File: src/rtl/tx_fifo_bi_multi.sv
// Bus-side register front end for NUM_CH transmit FIFOs: data push with overflow tracking,
// coherent 16-bit fill-level reads, flush control and a low-water interrupt.
module tx_fifo_bi_multi #(
  parameter int unsigned NUM_CH = 4,
  parameter int unsigned DEPTH  = 64
) (
  input  logic                   busClk,
  input  logic                   rstSyncToBusClk,
  input  logic [2:0]             address,
  input  logic                   writeEn,
  input  logic                   strobe_i,
  input  logic [NUM_CH-1:0]      fifoSelect,
  input  logic [7:0]             busDataIn,
  output logic [7:0]             busDataOut,
  input  logic [16*NUM_CH-1:0]   numElementsInFifo,
  output logic [NUM_CH-1:0]      fifoWEn,
  output logic [7:0]             fifoWData,
  output logic [NUM_CH-1:0]      forceEmpty,
  output logic                   irq
);

  localparam int unsigned SelW = (NUM_CH > 1) ? $clog2(NUM_CH) : 1;

  logic              r_strobe_prev;
  logic              r_armed;
  logic [NUM_CH-1:0] r_wen;
  logic [NUM_CH-1:0] r_force;
  logic [NUM_CH-1:0] r_ovf;
  logic [NUM_CH-1:0] r_irq_en;
  logic [7:0]        r_thr [NUM_CH];
  logic [7:0]        r_lo  [NUM_CH];
  logic [7:0]        r_wdata;
  logic [7:0]        r_rdata;
  logic              r_irq;

  logic              w_accept;
  logic              w_sel_valid;
  logic [SelW-1:0]   w_sel;
  logic [NUM_CH-1:0] w_full;
  logic [NUM_CH-1:0] w_low;
  logic [15:0]       w_cnt_sel;
  logic [7:0]        w_rd_val;

  // Lowest set bit of the select wins; scan from the top so the lowest overwrites last.
  always_comb begin
    w_sel = '0;
    for (int i = NUM_CH - 1; i >= 0; i--) begin
      if (fifoSelect[i]) w_sel = SelW'(i);
    end
  end

  assign w_sel_valid = |fifoSelect;
  // r_armed blocks a strobe that was already high when reset released.
  assign w_accept    = strobe_i & ~r_strobe_prev & r_armed;
  assign w_cnt_sel   = numElementsInFifo[{w_sel, 4'b0000} +: 16];

  always_comb begin
    w_full = '0;
    w_low  = '0;
    for (int i = 0; i < NUM_CH; i++) begin
      w_full[i] = ({1'b0, numElementsInFifo[16*i +: 16]} + 17'(r_wen[i])) >= 17'(DEPTH);
      w_low[i]  = r_irq_en[i] & (numElementsInFifo[16*i +: 16] <= {8'h00, r_thr[i]})
                  & ~r_force[i];
    end
  end

  always_comb begin
    w_rd_val = 8'h00;
    if (w_sel_valid) begin
      case (address)
        3'd1:    w_rd_val = {5'b00000, r_irq_en[w_sel], r_ovf[w_sel], w_full[w_sel]};
        3'd2:    w_rd_val = w_cnt_sel[15:8];
        3'd3:    w_rd_val = r_lo[w_sel];
        3'd5:    w_rd_val = r_thr[w_sel];
        default: w_rd_val = 8'h00;
      endcase
    end
  end

  always_ff @(posedge busClk or posedge rstSyncToBusClk) begin
    if (rstSyncToBusClk) begin
      r_strobe_prev <= 1'b0;
      r_armed       <= 1'b0;
      r_wen         <= '0;
      r_force       <= '0;
      r_ovf         <= '0;
      r_irq_en      <= '0;
      r_wdata       <= 8'h00;
      r_rdata       <= 8'h00;
      r_irq         <= 1'b0;
      for (int i = 0; i < NUM_CH; i++) begin
        r_thr[i] <= 8'h00;
        r_lo[i]  <= 8'h00;
      end
    end else begin
      r_strobe_prev <= strobe_i;
      if (!strobe_i) r_armed <= 1'b1;
      r_wen   <= '0;
      r_force <= '0;
      r_irq   <= |w_low;

      if (w_accept) begin
        if (writeEn) begin
          if (w_sel_valid) begin
            case (address)
              3'd0: begin
                if (w_full[w_sel]) begin
                  r_ovf[w_sel] <= 1'b1;
                end else begin
                  r_wen[w_sel] <= 1'b1;
                  r_wdata      <= busDataIn;
                end
              end
              3'd4: begin
                if (busDataIn[0]) r_force[w_sel] <= 1'b1;
                if (busDataIn[1]) r_ovf[w_sel]   <= 1'b0;
                r_irq_en[w_sel] <= busDataIn[2];
              end
              3'd5:    r_thr[w_sel] <= busDataIn;
              default: ;
            endcase
          end
        end else begin
          r_rdata <= w_rd_val;
          if (w_sel_valid && address == 3'd2) r_lo[w_sel] <= w_cnt_sel[7:0];
        end
      end

      // Flush pulse clears overflow; placed last so a clear beats a same-cycle set.
      for (int i = 0; i < NUM_CH; i++) begin
        if (r_force[i]) r_ovf[i] <= 1'b0;
      end
    end
  end

  assign fifoWEn    = r_wen;
  assign fifoWData  = r_wdata;
  assign forceEmpty = r_force;
  assign busDataOut = r_rdata;
  assign irq        = r_irq;

endmodule

File: config.mk
export PLATFORM = sky130hd
export DESIGN_NAME = tx_fifo_bi_multi
export DESIGN_NICKNAME = d
export VERILOG_FILES = /design/src/rtl/tx_fifo_bi_multi.sv
export SDC_FILE = /design/constraint.sdc
export NUM_CORES = 1
export LEC_CHECK = 0
export ABC_AREA = 1
export CELL_PAD_IN_SITES_DETAIL_PLACEMENT = 1
export CELL_PAD_IN_SITES_GLOBAL_PLACEMENT = 1
export CORE_ASPECT_RATIO = 0.75
export CORE_MARGIN = 2
export CORE_UTILIZATION = 50
export CTS_CLUSTER_SIZE = 12
export DETAILED_ROUTE_END_ITERATION = 8
export DONT_BUFFER_PORTS = 1
export GPL_TIMING_DRIVEN = 1
export PLACE_DENSITY_LB_ADDON = 0.1
export SLEW_MARGIN = 30
export SYNTH_ARGS = -nofsm -noshare
export SYNTH_HDL_FRONTEND = slang
export SYNTH_SLANG_ARGS = --single-unit
File: constraint.sdc
create_clock -name busClk -period 5.15 [get_ports busClk]
set_clock_uncertainty 0.15 [all_clocks]
set_input_delay 0.515 -clock busClk [delete_from_list [all_inputs] [get_ports busClk]]
set_output_delay 0.515 -clock busClk [all_outputs]
set_load 0.02 [all_outputs]
==> results.md <==
* Outcome: completed
* Reg2Reg Depth at 13
* Worst skew pair latency at approximately 0.37 ns
* Final GP Congestion at 0.950
* Post-cts sizing count at 0
* Syn_nets at 1178
* Leakage power at 3.73 nW
* Fraction of registers with async set/reset at 100%
* R2R Setup Slk at 2.27 ns
* CTS tree: built
* CP Max Fanout at 8
* CTS Buf Count at 9
* Dpl cells at 1213
* Non-Filler Instances at 1229
* Req. time, crit path at between 5 and 6 ns
* Setup tns final at 0 ns
* EDFF count, synth at 0
* Io pins at about 110
* Die height at 108 um
* Switch Pwr at a little under 0.7 mW
* PwrDens at about 260 nW/um^2
* Primary FF master, synth: dfrtp_1
* Layout fillers at 1852
* Vias in the first global route at 7510
* Worst hold path type: input pin to flop
* Clk buf depth at 2
* Flops & latches, synth at between 90 and 100
* Routed vias at 7467
* Clock power share at 35.6%
* Mapped Area at 7220 um^2
* Unrepaired setup endpoints after global routing: false
* Grt ovf at 0
* Critical Path Start Type: flop
* Largest net degree at the start of global routing at 66
* DRC at 0
* Row count at 37
* Mapped Cells at 1055
* Critical Path End: r_ovf[2]
* First-pass GRT wire length at 41.8 mm
* Sequential group share of total power at between 40% and 50%
* Crit path from: fifoWEn[2]
* Min cycle time layout at between 2 and 3 ns
* Port buffer count at 0
* Layout area overhead at 6.71%
* DR iter-0 viols at around 580
* Synth Warn # at 0
* Nets at 1172
* H-tree Lvls at 3
* Hold_buf cts at 0
* Crit path arrival time at 2.99 ns
* CTS sink count at 99
* Die Area at 15400 um^2
* Final setup viols at 0
* Worst Setup End Kind: flop
* Worst r2r dst: r_ovf[2]
* Post-DP HPWL at 20.8 mm
* Final ANT Viol Nets at 0
* Commonest non-fill, non-tap cell in the layout: nand2_1
* Reg2Reg Launch Point: fifoWEn[2]
* Core area at 13900 um^2
* N_diodes at 0
* Most frequent cells in the layout: nand2_1 (288), inv_1 (162), o21ai_0 (103), dfrtp_1 (99), nor2_1 (84)
* Switch share at 34.1%
* Die X-Extent at 143 um
* Vias/cell at 6.08
* Routed Wire Length at 26.9 mm
* Layout cells sized above 1 at 6.36%
* Crit Path Category: flop to flop
* Worst-path clk slew at 0.08 ns
* Tot GR Track Use at a little over a third
* WL/cell at between 20 and 25 um
* Initial core utilization at between 50% and 60%
* Worst VDD drop at 215 uV
* Final hold violations at 0
* Sequential area share after synthesis at 34.3%
* FMAX at 347 MHz
* Max Slew Vio Count at 0
* Max cap viols at 0
* Number of buffers added for setup after CTS at 0
* TritonRoute pass-1 iters at 5
* Initial antenna violation count at 0
* Mean Syn Cell Area at 6.84 um^2
* Internal power at 1.31 mW
* Fin crit share at between 50% and 60%
* CTS root buffer: clkbuf_16
* Rel. slew slack at 35.9%
* Logic gate share of total power at about a fifth
* Least-Margin Pin Slew at 0.958 ns
* Synth cell types at 43
[power groups by stage]
stage          Combinational [mW]  Sequential (mW)  Clock (mW)
4_1_cts                     0.365            0.906       0.714
2_1_floorplan               0.258            0.900           0
3_5_place_dp                0.358            0.921           0
3_3_place_gp                0.344            0.917           0
5_1_grt                     0.420            0.913       0.740
6_report                    0.372            0.908       0.707
[Yosys cell counts (5+ instances only)]
| cell | instances | area share [%] |
|---|---|---|
| a21oi_1 | 37 | 2.6 |
| a221oi_1 | 9 | 1.1 |
| clkbuf_1 | 19 | 0.99 |
| dfrtp_1 | 99 | 34 |
| ha_1 | 40 | 6.9 |
| inv_1 | 163 | 8.5 |
| mux2_2 | 9 | 1.4 |
| nand2_1 | 288 | 15 |
| nand3_1 | 63 | 4.4 |
| nand4_1 | 33 | 2.9 |
| nor2_1 | 85 | 4.4 |
| nor2_2 | 13 | 1.1 |
| nor2_4 | 5 | 0.78 |
| nor3_1 | 9 | 0.62 |
| o21ai_0 | 103 | 7.1 |
| o221ai_1 | 10 | 1.2 |
| o22ai_1 | 21 | 1.8 |
[registers in the layout, summed over array words and instances, names as in the netlist, 4 cells and up]
name        flops
busDataOut      8
r_thr          32
forceEmpty      4
r_lo           32
r_irq_en        4
r_ovf           4
fifoWEn         4
fifoWData       8
[per-stage QoR]
| step | hold WS (ns) | instance area [um^2] | util [%] | setup WS, ns | power [mW] |
|---|---|---|---|---|---|
| global placement | 0.284 | 7390 | 53.2 | 2.24 | 1.26 |
| CTS | 0.0132 | 7700 | 55.4 | 2.32 | 1.98 |
| finish | 0.0189 | 7700 | 55.5 | 2.27 | 1.99 |
| floorplan | 0.264 | 7220 | - | 1.89 | 1.16 |
| detailed placement | 0.294 | 7390 | 53.2 | 2.23 | 1.28 |
| global route | 0.0139 | 7700 | 55.5 | 1.97 | 2.07 |
[how the worst min path moves through the flow]
stage                                to  startpoint  depth (start not counted)  slack (ns)
after floorplan                 r_armed     r_armed                          2        0.26
after global placement          r_armed     r_armed                          2        0.28
after detailed placement        r_armed     r_armed                          2        0.29
after CTS                 r_strobe_prev    strobe_i                          0        0.01
after global routing      r_strobe_prev    strobe_i                          0        0.01
final                     r_strobe_prev    strobe_i                          0        0.02
[cells by family (layout without fill, tap and decap cells)]
group / after synthesis / after routing / synth area share, %
AOI/OAI and AO/OA: 197 / 197 / 15.6
xor gates and xnor gates: 3 / 3 / 0.364
adders and majority gates: 40 / 40 / 6.93
buffers and inverters: 193 / 192 / 10.2
DFF: 99 / 99 / 34.3
muxes: 9 / 9 / 1.40
and+or+nand+nor: 514 / 514 / 31.2
[area by class of cell]
cell class              count  area (um^2)  share of cell area (%)
clock buffers               9          225                    2.92
inverters                 170          646                    8.38
repair buffers              6         45.0                   0.585
multi-input cells         763         4010                    52.1
flip-flops and latches     99         2480                    32.2
clock inverters             7         80.1                    1.04
well taps                 175          219                    2.84
[per-layer routing]
layer / share of wire, % / GRT usage [%] / up-vias / wire length [um]
li1: - / - / 3457 / -
met1: 45 / 50.5 / 3611 / 12100
met2: 44 / 55.4 / 338 / 11700
met3: 8.0 / 7.44 / 61 / 2160
met4: 3.4 / 12.7 / 0 / 908
met5: 0 / 0 / - / 0
[worst max-delay path, cell delays in order (launching register included)]
cell	delay, ns
dfrtp_1	0.46
ha_1	0.21
ha_1	0.21
nand2_1	0.10
nor3_1	0.45
nand3_1	0.13
nand2_1	0.09
nand4_1	0.10
nor2_1	0.10
nand3_1	0.10
nand2_1	0.19
nand3_2	0.21
a21oi_1	0.21
nor2_1	0.08
No activity file was read; power rests on OpenSTA's default activity.
